$ cat src/rtl/mul_seq_ctrl.sv
// Iterative radix-2 shift-add multiply sequencer for the EX stage.
// Freezes the pipeline for WIDTH+1 cycles and strobes the product once.
module mul_seq_ctrl #(
  parameter int WIDTH  = 32,
  parameter int DEST_W = 5
) (
  input  logic              clk,
  input  logic              reset,
  input  logic              mul_ex_in,
  input  logic              mul_signed,
  input  logic              flush,
  input  logic [0:WIDTH-1]  op_a,
  input  logic [0:WIDTH-1]  op_b,
  input  logic [0:DEST_W-1] dest_ex,
  output logic              stall_out,
  output logic              busy,
  output logic              result_valid,
  output logic [0:WIDTH-1]  result_hi,
  output logic [0:WIDTH-1]  result_lo,
  output logic [0:DEST_W-1] result_dest
);

  localparam int CW = $clog2(WIDTH);

  typedef enum logic [1:0] {
    IDLE,
    RUN,
    DONE
  } state_t;

  state_t state;

  logic [WIDTH-1:0]   mcand;
  logic [WIDTH-1:0]   mplier;
  logic [WIDTH-1:0]   acc;
  logic               neg;
  logic [CW-1:0]      count;
  logic [DEST_W-1:0]  dest_q;

  logic [WIDTH-1:0]   a_in;
  logic [WIDTH-1:0]   b_in;
  logic [WIDTH-1:0]   a_mag;
  logic [WIDTH-1:0]   b_mag;
  logic [WIDTH:0]     sum;
  logic [WIDTH-1:0]   acc_nx;
  logic [WIDTH-1:0]   mp_nx;
  logic [2*WIDTH-1:0] prod;
  logic [2*WIDTH-1:0] prod_fin;
  logic               accept;
  logic               last;

  // Ports are MSB-at-index-0; positional assignment keeps the MSB on top.
  assign a_in = op_a;
  assign b_in = op_b;

  // -MIN wraps to itself, which is the correct unsigned magnitude.
  always_comb begin
    a_mag = a_in;
    b_mag = b_in;
    if (mul_signed && a_in[WIDTH-1]) a_mag = -a_in;
    if (mul_signed && b_in[WIDTH-1]) b_mag = -b_in;
  end

  always_comb begin
    sum = {1'b0, acc};
    if (mplier[0]) sum = {1'b0, acc} + {1'b0, mcand};
    acc_nx   = sum[WIDTH:1];
    mp_nx    = {sum[0], mplier[WIDTH-1:1]};
    prod     = {acc_nx, mp_nx};
    prod_fin = neg ? -prod : prod;
  end

  assign accept = (state == IDLE) && mul_ex_in && !flush;
  assign last   = (count == CW'(WIDTH - 1));

  assign stall_out =
    !reset && (accept || (state == RUN && !flush));

  assign result_valid = (state == DONE) && !flush;

  always_ff @(posedge clk) begin
    if (reset) begin
      state       <= IDLE;
      busy        <= 1'b0;
      mcand       <= '0;
      mplier      <= '0;
      acc         <= '0;
      neg         <= 1'b0;
      count       <= '0;
      dest_q      <= '0;
      result_hi   <= '0;
      result_lo   <= '0;
      result_dest <= '0;
    end else begin
      unique case (state)
        IDLE: begin
          if (accept) begin
            mcand  <= a_mag;
            mplier <= b_mag;
            acc    <= '0;
            neg    <= mul_signed & (a_in[WIDTH-1] ^ b_in[WIDTH-1]);
            dest_q <= dest_ex;
            count  <= '0;
            busy   <= 1'b1;
            state  <= RUN;
          end
        end
        RUN: begin
          if (flush) begin
            busy  <= 1'b0;
            state <= IDLE;
          end else begin
            acc    <= acc_nx;
            mplier <= mp_nx;
            count  <= count + 1'b1;
            if (last) begin
              result_hi   <= prod_fin[2*WIDTH-1:WIDTH];
              result_lo   <= prod_fin[WIDTH-1:0];
              result_dest <= dest_q;
              state       <= DONE;
            end
          end
        end
        DONE: begin
          busy  <= 1'b0;
          state <= IDLE;
        end
        default: begin
          busy  <= 1'b0;
          state <= IDLE;
        end
      endcase
    end
  end

endmodule

$ cat config.mk
export PLATFORM = sky130hd
export DESIGN_NAME = mul_seq_ctrl
export DESIGN_NICKNAME = d
export VERILOG_FILES = /design/src/rtl/mul_seq_ctrl.sv
export SDC_FILE = /design/constraint.sdc
export NUM_CORES = 1
export LEC_CHECK = 0
export CAP_MARGIN = 20
export CORE_MARGIN = 2
export CORE_UTILIZATION = 40
export DETAILED_ROUTE_END_ITERATION = 7
export SYNTH_ARGS = -nofsm -noshare
export SYNTH_HDL_FRONTEND = slang
export SYNTH_SLANG_ARGS = --single-unit
$ cat constraint.sdc
create_clock -name clk -period 5.7 [get_ports clk]
set_input_delay 1.425 -clock clk [delete_from_list [all_inputs] [get_ports clk]]
set_output_delay 1.425 -clock clk [all_outputs]
set_load 0.005 [all_outputs]
After elaboration in Yosys (flattened, before gate mapping)
Cells that the tools add are included.
{"block": "totals", "ff_bits": 179, "output_inout_bits": 72, "word_cells": 63}
{"block": "op_classes", "muxes": 20, "n_eq_ne": 7, "bitwise_logic": 3, "add_sub_neg": 5, "reduce_logical": 17}
{"op": "2-to-1 mux 32 bit", "n": 6}
{"op": "one-hot mux 32 bit (2 select lines)", "n": 2}
{"op": "2-to-1 mux 64 bit", "n": 1}
{"op": "negator 32 bit", "n": 2}
{"op": "negator 64 bit", "n": 1}
{"op": "adder 32 x 32 -> 33 bit", "n": 1}
{"op": "2-to-1 mux 33 bit", "n": 1}
{"op": "2-to-1 mux 5 bit", "n": 2}
{"op": "one-hot mux 5 bit (2 select lines)", "n": 1}
{"op": "logical AND 1 bit", "n": 7}
{"op": "2-to-1 mux 2 bit", "n": 3}
{"op": "!= test 2 bit (second input constant)", "n": 3}
{"op": "AND reduction 2 bit", "n": 3}
{"op": "AND reduction 3 bit", "n": 2}
{"op": "adder 5 x 1 -> 5 bit (second input constant)", "n": 1}
{"op": "equality test 5 bit (second input constant)", "n": 1}
{"op": "one-hot mux 2 bit (2 select lines)", "n": 1}
{"op": "!= test 3 bit (second input constant)", "n": 1}
{"op": "equality test 2 x 1 -> 1 bit (second input constant)", "n": 1}
{"op": "equality test 2 bit (second input constant)", "n": 1}
{"op": "zero test 1 bit", "n": 2}
{"op": "zero test 2 bit", "n": 1}
{"op": "2-to-1 mux 1 bit", "n": 2}
{"op": "one-hot mux 1 bit (2 select lines)", "n": 1}
{"op": "other kinds (5)", "n": 5}

Depth between registers and ports, before layout
Gate-level depths: netlist of the first run.
{"block": "depth", "depth_word": 5, "depth_mapped": 14, "mapped_depth_nobuf": 13}

Worst setup path after synthesis of the first run
Ideal clock, no wire load.
{"block": "synth_path", "path_type": "input-to-reg", "from": "in op_b[27] (netlist bit)", "to": "reg mplier[30]", "cell_stages": 11, "setup_slack_ns": 1.626, "required_ns": 5.630, "setup_time_ns": 0.070, "arrival_time_ns": 4.004, "path_cell_list": "nor4_1 nand2b_1 or3b_2 nor4_1 nand2_1 nor4_1 nand2_1 o41ai_1 xnor2_1 nand2_1 a21oi_1"}
{"block": "synth_between", "elab_chain_cells": 4}
{"element": "start, declared", "line_no": "13", "rtl": "input logic [0:WIDTH-1] op_b,"}
{"element": "negator 32 bit", "line_no": "61", "rtl": "if (mul_signed && b_in[WIDTH-1]) b_mag = -b_in;"}
{"element": "2-to-1 mux 32 bit", "line_no": "61"}
{"element": "2-to-1 mux 32 bit", "line_no": "97", "rtl": "if (accept) begin"}
{"element": "one-hot mux 32 bit (2 select lines)", "line_no": "95", "rtl": "unique case (state)"}
{"element": "end signal, assigned", "line_no": "99", "rtl": "mplier <= b_mag;"}
{"element": "end signal, assigned", "line_no": "114", "rtl": "mplier <= mp_nx;"}
{"element": "end, declared", "line_no": "34", "rtl": "logic [WIDTH-1:0] mplier;"}
Every way passes these cells. The select of a mux whose other input is x is not followed.
A chain may end at the register's enable or synchronous reset.

Worst setup path in the final report of the first run
{"block": "layout_path", "from": "in flush", "to": "out stall_out"}
{"block": "layout_between", "elab_chain_cells": 4, "elab_cells_between_ends": 5, "cone_classes": "reduce/logical (5)"}
{"element": "start, declared", "line_no": "11", "rtl": "input logic flush,"}
{"element": "zero test 1 bit *", "line_no": "73, 77"}
{"element": "logical AND 1 bit, on equally long branches", "line_no": "73, 77"}
{"element": "logical OR 1 bit *", "line_no": "77", "rtl": "!reset && (accept || (state == RUN && !flush));"}
{"element": "logical AND 1 bit *", "line_no": "77"}
{"element": "end, declared", "line_no": "15", "rtl": "output logic stall_out,"}
Every way passes the cells marked *; elsewhere a longest branch is shown, timed or not.

==> summary.md, run 1 <==
| Metric | Value |
|---|---|
| CTS sink count | 179 |
| Syn Nets | between 1500 and 2000 |
| N_diodes | 0 |
| Htree depth | 4 |
| Final ANT Viol Nets | 0 |
| CTS root buffer | clkbuf_16 |
| Final hold violations | 0 |
| DP Cell Count | between 1500 and 2000 |
| DR iter-0 viols | 736 |
| Global-route wire length before repair | between 50000 and 60000 um |
| Worst Setup SP | flush |
| Fillers | 2810 |
| Hold wc startpoint | dest_q[1]$_SDFFE_PP0P_ |
| P per Cell Area | 217 nW/um2 |
| Final Max Tran Viols | 0 |
| Clock period minus worst slack | 4.63 ns |
| Longest Clk Path Bufs | 2 |
| Die width | about 170 um |
| Initial antenna violation count | 0 |
| I/O pins | 146 |
| Clock Skew | between 0.015 and 0.02 ns |
| Post-CTS Resized | 0 |
| Routed wire per std cell | around 18 um |
| FFs w/ async S/R, synth | 0% |
| Clk_lat worst skew | 0.44 ns |
| Status | complete, no violations |
| Via count | roughly 11000 |
| CP required | ~4.3 ns |
| CTS tree | done |
| Max VDD drop | between 200 and 250 uV |
| Reg2reg start | acc[0]$_SDFFE_PP0P_ |
| Initial Utilization | 40.9% |
| Largest net degree at the start of global routing | 110 |
| Setup crit end kind | output port |
| Die area | between 20000 and 30000 um2 |
| Synth Flop Type | dfxtp_1 |
| Actual slew at the worst max-slew pin | 0.939 ns |
| RSZ-0062 raised after global routing | false |
| Synth unique cells | 73 |
| Nature of the critical path startpoint | input pin |
| Postcts setup bufs | 0 |
| Die H | around 170 um |
| Post-synth EDFFs | 0 |
| Vias per inst | approximately 5.7 |
| Inserted Clock Buffers | 17 |
| Number of port buffers | 145 |
| CTS Hold Buffers Added | 0 |
| Seq cells post-synth | between 150 and 200 |
| HPWL Detailed | 25100 um |
| Final nets | between 1500 and 2000 |
| Clk slew on worst S/H paths | approximately 0.08 ns |
| Cells after Synth | 1497 |
| Remaining routing DRC violations | 0 |
| Setup TNS Final | 0 ns |
| Achievable Freq | about 220 MHz |
| Critical path class | in2out |
| Total core area | between 20000 and 30000 um2 |
| Slew headroom | between 30% and 40% |
| Ys Warns | 0 |
| Layout area overhead | 20.2% |
| Crit path max fanout | 6 |
| Sequential fraction of the synthesis area | a little under a third |
| Non-Filler Instances | ~2000 |
| Total of max-cap violations | 0 |
| Global route overflow | 0 |
| Tot GR Track Use | a little under a quarter |
| Avg Cell Area, Syn | around 7.6 um2 |
| Num rows | slightly above 60 |
| DR pass1 iterations | 5 |
| Layout cells sized above 1 | under 10% |
| WL final | about 35000 um |
| Final setup vio count | 0 |
| Final period utilization | ~81% |
| Post-Syn Area | about 11000 um2 |
| Routability cong. | about 0.9 |
| HP Class | reg2reg |
| P_leak | between 4 and 5 nW |
| CP Data Arrival Time | between 3 and 4 ns |
| Vias in the first global route | around 11000 |
## worst max-delay path: stages
cell,delay (ns)
clkdlybuf4s50_1,0.59
inv_1,0.18
nand2_1,0.11
nor3_2,0.22
nor2_4,0.05
nor2_1,0.10
clkdlybuf4s50_1,0.53
## cells in the mapped netlist (8+ instances only)
cell type | count | share of area (%)
a211oi_1 | 71 | 4.7
a31oi_1 | 9 | 0.49
nor3_1 | 27 | 1.2
o21ai_1 | 8 | 0.35
inv_1 | 24 | 0.79
a21oi_1 | 137 | 6.0
nor4_1 | 20 | 1.1
nand2_1 | 190 | 6.2
buf_1 | 12 | 0.39
nand2b_1 | 16 | 0.88
mux2i_1 | 9 | 0.79
xor2_1 | 66 | 5.1
o21a_1 | 8 | 0.53
o21ai_0 | 57 | 2.5
xnor2_1 | 57 | 4.4
clkbuf_1 | 81 | 2.7
nand3_1 | 24 | 1.1
nand4_1 | 15 | 0.82
and2_1 | 8 | 0.44
a21o_1 | 14 | 0.92
o41ai_1 | 10 | 0.77
ha_1 | 37 | 4.1
nor2_1 | 178 | 5.8
o31ai_1 | 29 | 1.9
a22oi_1 | 53 | 3.5
dfxtp_1 | 179 | 31
or3_1 | 26 | 1.4
## metrics by stage
step                      setup slack [ns]  area [um2]  power, mW  hold WS, ns  util (%)
after global routing                 0.886       13700       3.12        0.467      49.1
after detailed placement             0.750       13100       1.82        0.443      47.0
after global placement               0.828       13100       1.82        0.438      47.0
after CTS                             1.04       13700       3.01        0.450      49.1
final                                 1.07       13700       2.98        0.448      49.1
after floorplan                       1.63       11400       1.65        0.432         -
## final timing paths
path / end / slack (ns) / cells after the start
worst max register to register: result_hi[0]$_SDFFE_PP0P_ / 1.24 / 13
worst max-delay path: stall_out / 1.07 / 7
worst min register to register: result_dest[3]$_SDFFE_PP0P_ / 0.45 / 2
worst min-delay path: result_dest[3]$_SDFFE_PP0P_ / 0.45 / 2
## logic make-up (layout without fill, tap and decap cells)
family	count (synthesis)	in the layout	synth area share (%)
and+or+nand+nor	558	558	22.6
xor gates and xnor gates	123	123	9.43
muxes	16	16	1.48
adders and majority gates	38	38	4.23
DFF	179	179	31.4
AOI/OAI and AO/OA	464	464	26.9
buffers and inverters	119	218	3.93
## sequential cells by signal (all words and copies together) (netlist names)
signal	flops
result_hi	32
dest_q	5
acc	32
neg	1
busy	1
count	5
result_dest	5
mcand	32
result_lo	32
state	2
mplier	32
## report_power, final
part | total (mW) | leakage [nW] | switching (mW) | internal, mW
Clock | 1.18 | 0.291 | 0.593 | 0.591
Sequential | 1.32 | 1.45 | 0.0352 | 1.28
Combinational | 0.476 | 3.11 | 0.287 | 0.189
Total | 2.98 | 4.85 | 0.915 | 2.06
## per-layer routing
layer | vias to the layer above | part of all wire (%) | wire, um | track usage [%]
met1 | 5217 | 47 | 16400 | 31.1
met2 | 285 | 47 | 16100 | 38.5
met3 | 25 | 4.8 | 1660 | 3.43
met5 | - | 0 | 0 | 0
met4 | 0 | 1.2 | 429 | 5.93
li1 | 5638 | - | - | -
## cell usage in the layout (no fill, tap or decap), types with 20 or more instances in the layout
cell and n:
a211oi_1 71, a21oi_1 137, a22oi_1 53, clkdlybuf4s50_1 144, dfxtp_1 177, ha_1 37
inv_1 24, nand2_1 190, nand3_1 24, nor2_1 176, nor3_1 26, nor4_1 20
o21ai_0 57, o31ai_1 29, or3_1 26, xnor2_1 57, xor2_1 66
## cell type report
class | instances | area (um2) | share of cell area (%)
timing repair buffer | 162 | 1580 | 11.5
multi-input combinational | 1199 | 7410 | 54.0
clock inverter | 15 | 163 | 1.18
sequential | 179 | 3590 | 26.1
clock buffer | 17 | 425 | 3.10
inverter | 24 | 90.1 | 0.656
tap | 378 | 473 | 3.44
No activity file was read; power rests on OpenSTA's default activity.
==> run 2: changes to the inputs <==
==> constraint.sdc (replaced) <==
create_clock -name clk -period 4.77 [get_ports clk]
set_input_delay 1.1925 -clock clk [delete_from_list [all_inputs] [get_ports clk]]
set_output_delay 1.1925 -clock clk [all_outputs]
set_load 0.005 [all_outputs]
==> run 2 against run 1 <==
Compared with the run above:
- sequential share of layout area is 0.11 points lower
- flip-flop and latch count unchanged
- highest routed layer unchanged
- core utilization is 0.22 points higher
- critical path type is now reg2reg
- clock-buffer cell count up 1
- final area up 0.44%
- hold slack improved by 0.0016 ns
- largest power group unchanged
- wire length grew 0.30%
==> summary.md, run 2 (synthesized netlist as in run 1, its figures left out) <==
| Metric | Value |
|---|---|
| Clock period minus worst slack | approximately 4.4 ns |
| Die width | 173 um (unchanged) |
| Layout cells sized above 1 | 5.81% (was 5.51%) |
| Final nets | 1700 (was 1695) |
| Reg-to-reg slack, setup | 0.37 ns (was 1.24 ns) |
| Die H | 173 um (unchanged) |
| Crit path max fanout | 7 (was 6) |
| Final Max Tran Viols | 0 (unchanged) |
| Hold wc startpoint | result_hi[13]$_SDFFE_PP0P_ (was dest_q[1]$_SDFFE_PP0P_) |
| Actual slew at the worst max-slew pin | 1.01 ns (was 0.939 ns) |
| I/O pins | 146 (unchanged) |
| Total power | 3.58 mW (was 2.98 mW) |
| WL final | 34700 um (was 34600 um) |
| Number of port buffers | 145 (unchanged) |
| Max VDD drop | 265 uV (was 202 uV) |
| Status | complete, no violations (unchanged) |
| Hold depth | 2 (unchanged) |
| Critical path class | reg2reg (was in2out) |
| P_leak | 4.88 nW (was 4.85 nW) |
| Total core area | 27900 um2 (unchanged) |
| Longest Clk Path Bufs | 2 (unchanged) |
| N_diodes | 0 (unchanged) |
| Setup crit end kind | register (was output port) |
| Setup TNS Final | 0 ns (unchanged) |
| Hold Crit Endpoint | result_hi[13]$_SDFFE_PP0P_ (was result_dest[3]$_SDFFE_PP0P_) |
| Clk slew on worst S/H paths | 0.07 ns (was 0.08 ns) |
| Worst r2r path cells | 13 (unchanged) |
| Via count | 11200 (unchanged) |
| RSZ-0062 raised after global routing | false (unchanged) |
| Slew headroom | 33.0% (was 36.8%) |
| Total of max-cap violations | 0 (unchanged) |
| HP Class | reg2reg (unchanged) |
| Final core occ | 49.4% (was 49.1%) |
| Initial antenna violation count | 0 (unchanged) |
| CP required | 5.09 ns (was 4.28 ns) |
| Most common cell after layout, fill and taps aside | nand2_1 (unchanged) |
| Final hold violations | 0 (unchanged) |
| Clk_lat worst skew | 0.44 ns (about the same) |
| Inserted Clock Buffers | 17 (unchanged) |
| Global-route wire length before repair | 57400 um (was 56700 um) |
| Nature of the critical path startpoint | register (was input pin) |
| Clock Skew | 0.0146 ns (was 0.0165 ns) |
| Final ANT Viol Nets | 0 (unchanged) |
| R2R Path End | result_hi[0]$_SDFFE_PP0P_ (unchanged) |
| CTS Hold Buffers Added | 0 (unchanged) |
| Routability cong. | 0.882 (was 0.898) |
| Post-CTS Resized | 0 (unchanged) |
| Vias per inst | 5.64 (was 5.66) |
| CTS root buffer | clkbuf_16 (unchanged) |
| Final setup vio count | 0 (unchanged) |
| Routed wire per std cell | 17.5 um (about the same) |
| Postcts setup bufs | 0 (unchanged) |
| Die area | 29900 um2 (unchanged) |
| CTS tree | done (unchanged) |
| P per Cell Area | 260 nW/um2 (was 217 nW/um2) |
| Tot GR Track Use | 23.3% (was 23.1%) |
| Achievable Freq | around 230 MHz |
| Vias in the first global route | 10700 (was 10600) |
| Hold Slack | 0.449 ns (was 0.448 ns) |
| Initial Utilization | 40.9% (unchanged) |
| Largest net degree at the start of global routing | 95 (was 110) |
| CP Data Arrival Time | 4.72 ns (was 3.20 ns) |
| CTS sink count | 179 (unchanged) |
| DR iter-0 viols | 918 (was 736) |
| Global route overflow | 0 (unchanged) |
| Htree depth | 4 (unchanged) |
| Num rows | 61 (unchanged) |
| Layout area overhead | 20.7% (was 20.2%) |
| Most frequent cells in the layout | 190 x nand2_1, 177 x dfxtp_1, 176 x nor2_1 (unchanged) |
| Final period utilization | a little over 90% |
| HPWL Detailed | 25300 um (was 25100 um) |
| Remaining routing DRC violations | 0 (unchanged) |
| DR pass1 iterations | 5 (unchanged) |
| Reg2reg start | acc[0]$_SDFFE_PP0P_ (unchanged) |
run 2: changes by cell type in the layout (fill, tap and decap cells not counted), sizes merged:
cell / delta
buf: +5
clkinvlp: +2
clkinv: -2
inv: -2
clkbuf: +1
bufinv: +1
run 2: where the power goes:
part           internal (mW)  switching [mW]  total, mW
registers               1.53          0.0438       1.58
clock network          0.760           0.675       1.44
logic                  0.227           0.343      0.570
total                   2.52            1.06       3.58
run 2: layer usage:
| layer | global-route usage [%] | wire (um) | up-vias |
|---|---|---|---|
| li1 | - | - | 5639 |
| met2 | 37.6 | 15700 | 282 |
| met3 | 3.50 | 1530 | 47 |
| met5 | 0 | 0 | - |
| met1 | 31.8 | 16600 | 5197 |
| met4 | 7.56 | 909 | 0 |
run 2: area by class of cell:
| cell class | instances | area, um2 |
|---|---|---|
| well taps | 378 | 473 |
| inverters | 24 | 90.1 |
| clock buffers | 18 | 439 |
| multi-input cells | 1199 | 7410 |
| clock inverters | 14 | 159 |
| fillers | 2814 | 14100 |
| repair buffers | 167 | 1630 |
| flip-flops and latches | 179 | 3590 |
run 2: worst max path at each step:
stage / start / to / slack [ns] / depth (start not counted)
floorplan: acc[0]$_SDFFE_PP0P_ / result_hi[0]$_SDFFE_PP0P_ / 0.80 / 14
global placement: op_b[27] / mplier[30]$_SDFFE_PP0P_ / 0.41 / 13
CTS: acc[0]$_SDFFE_PP0P_ / result_hi[0]$_SDFFE_PP0P_ / 0.40 / 13
global route: acc[0]$_SDFFE_PP0P_ / result_hi[0]$_SDFFE_PP0P_ / 0.10 / 13
finish: acc[0]$_SDFFE_PP0P_ / result_hi[0]$_SDFFE_PP0P_ / 0.37 / 13
detailed placement: op_a[23] / mcand[30]$_SDFFE_PP0P_ / 0.39 / 8
run 2: worst max-delay path, cell delays in order (launching register included):
cell and delay (ns):
dfxtp_1 0.35, ha_1 0.23, fa_1 0.42, a211oi_2 0.45
o21a_1 0.25, nor3_1 0.06, or3_1 0.45, a2111o_1 0.41
a211oi_2 0.31, nand3b_1 0.21, or4_4 0.48, o41ai_2 0.38
xnor2_1 0.11, a22o_1 0.18
run 2: through the flow:
| step | std cells | instance area [um2] | worst slack, ns |
|---|---|---|---|
| after floorplan | 1497 | 11400 | 0.797 |
| after global placement | 1947 | 13200 | 0.413 |
| after detailed placement | 1947 | 13200 | 0.390 |
| after CTS | 1979 | 13800 | 0.404 |
| after global routing | 1979 | 13800 | 0.101 |
| final | 1979 | 13800 | 0.373 |
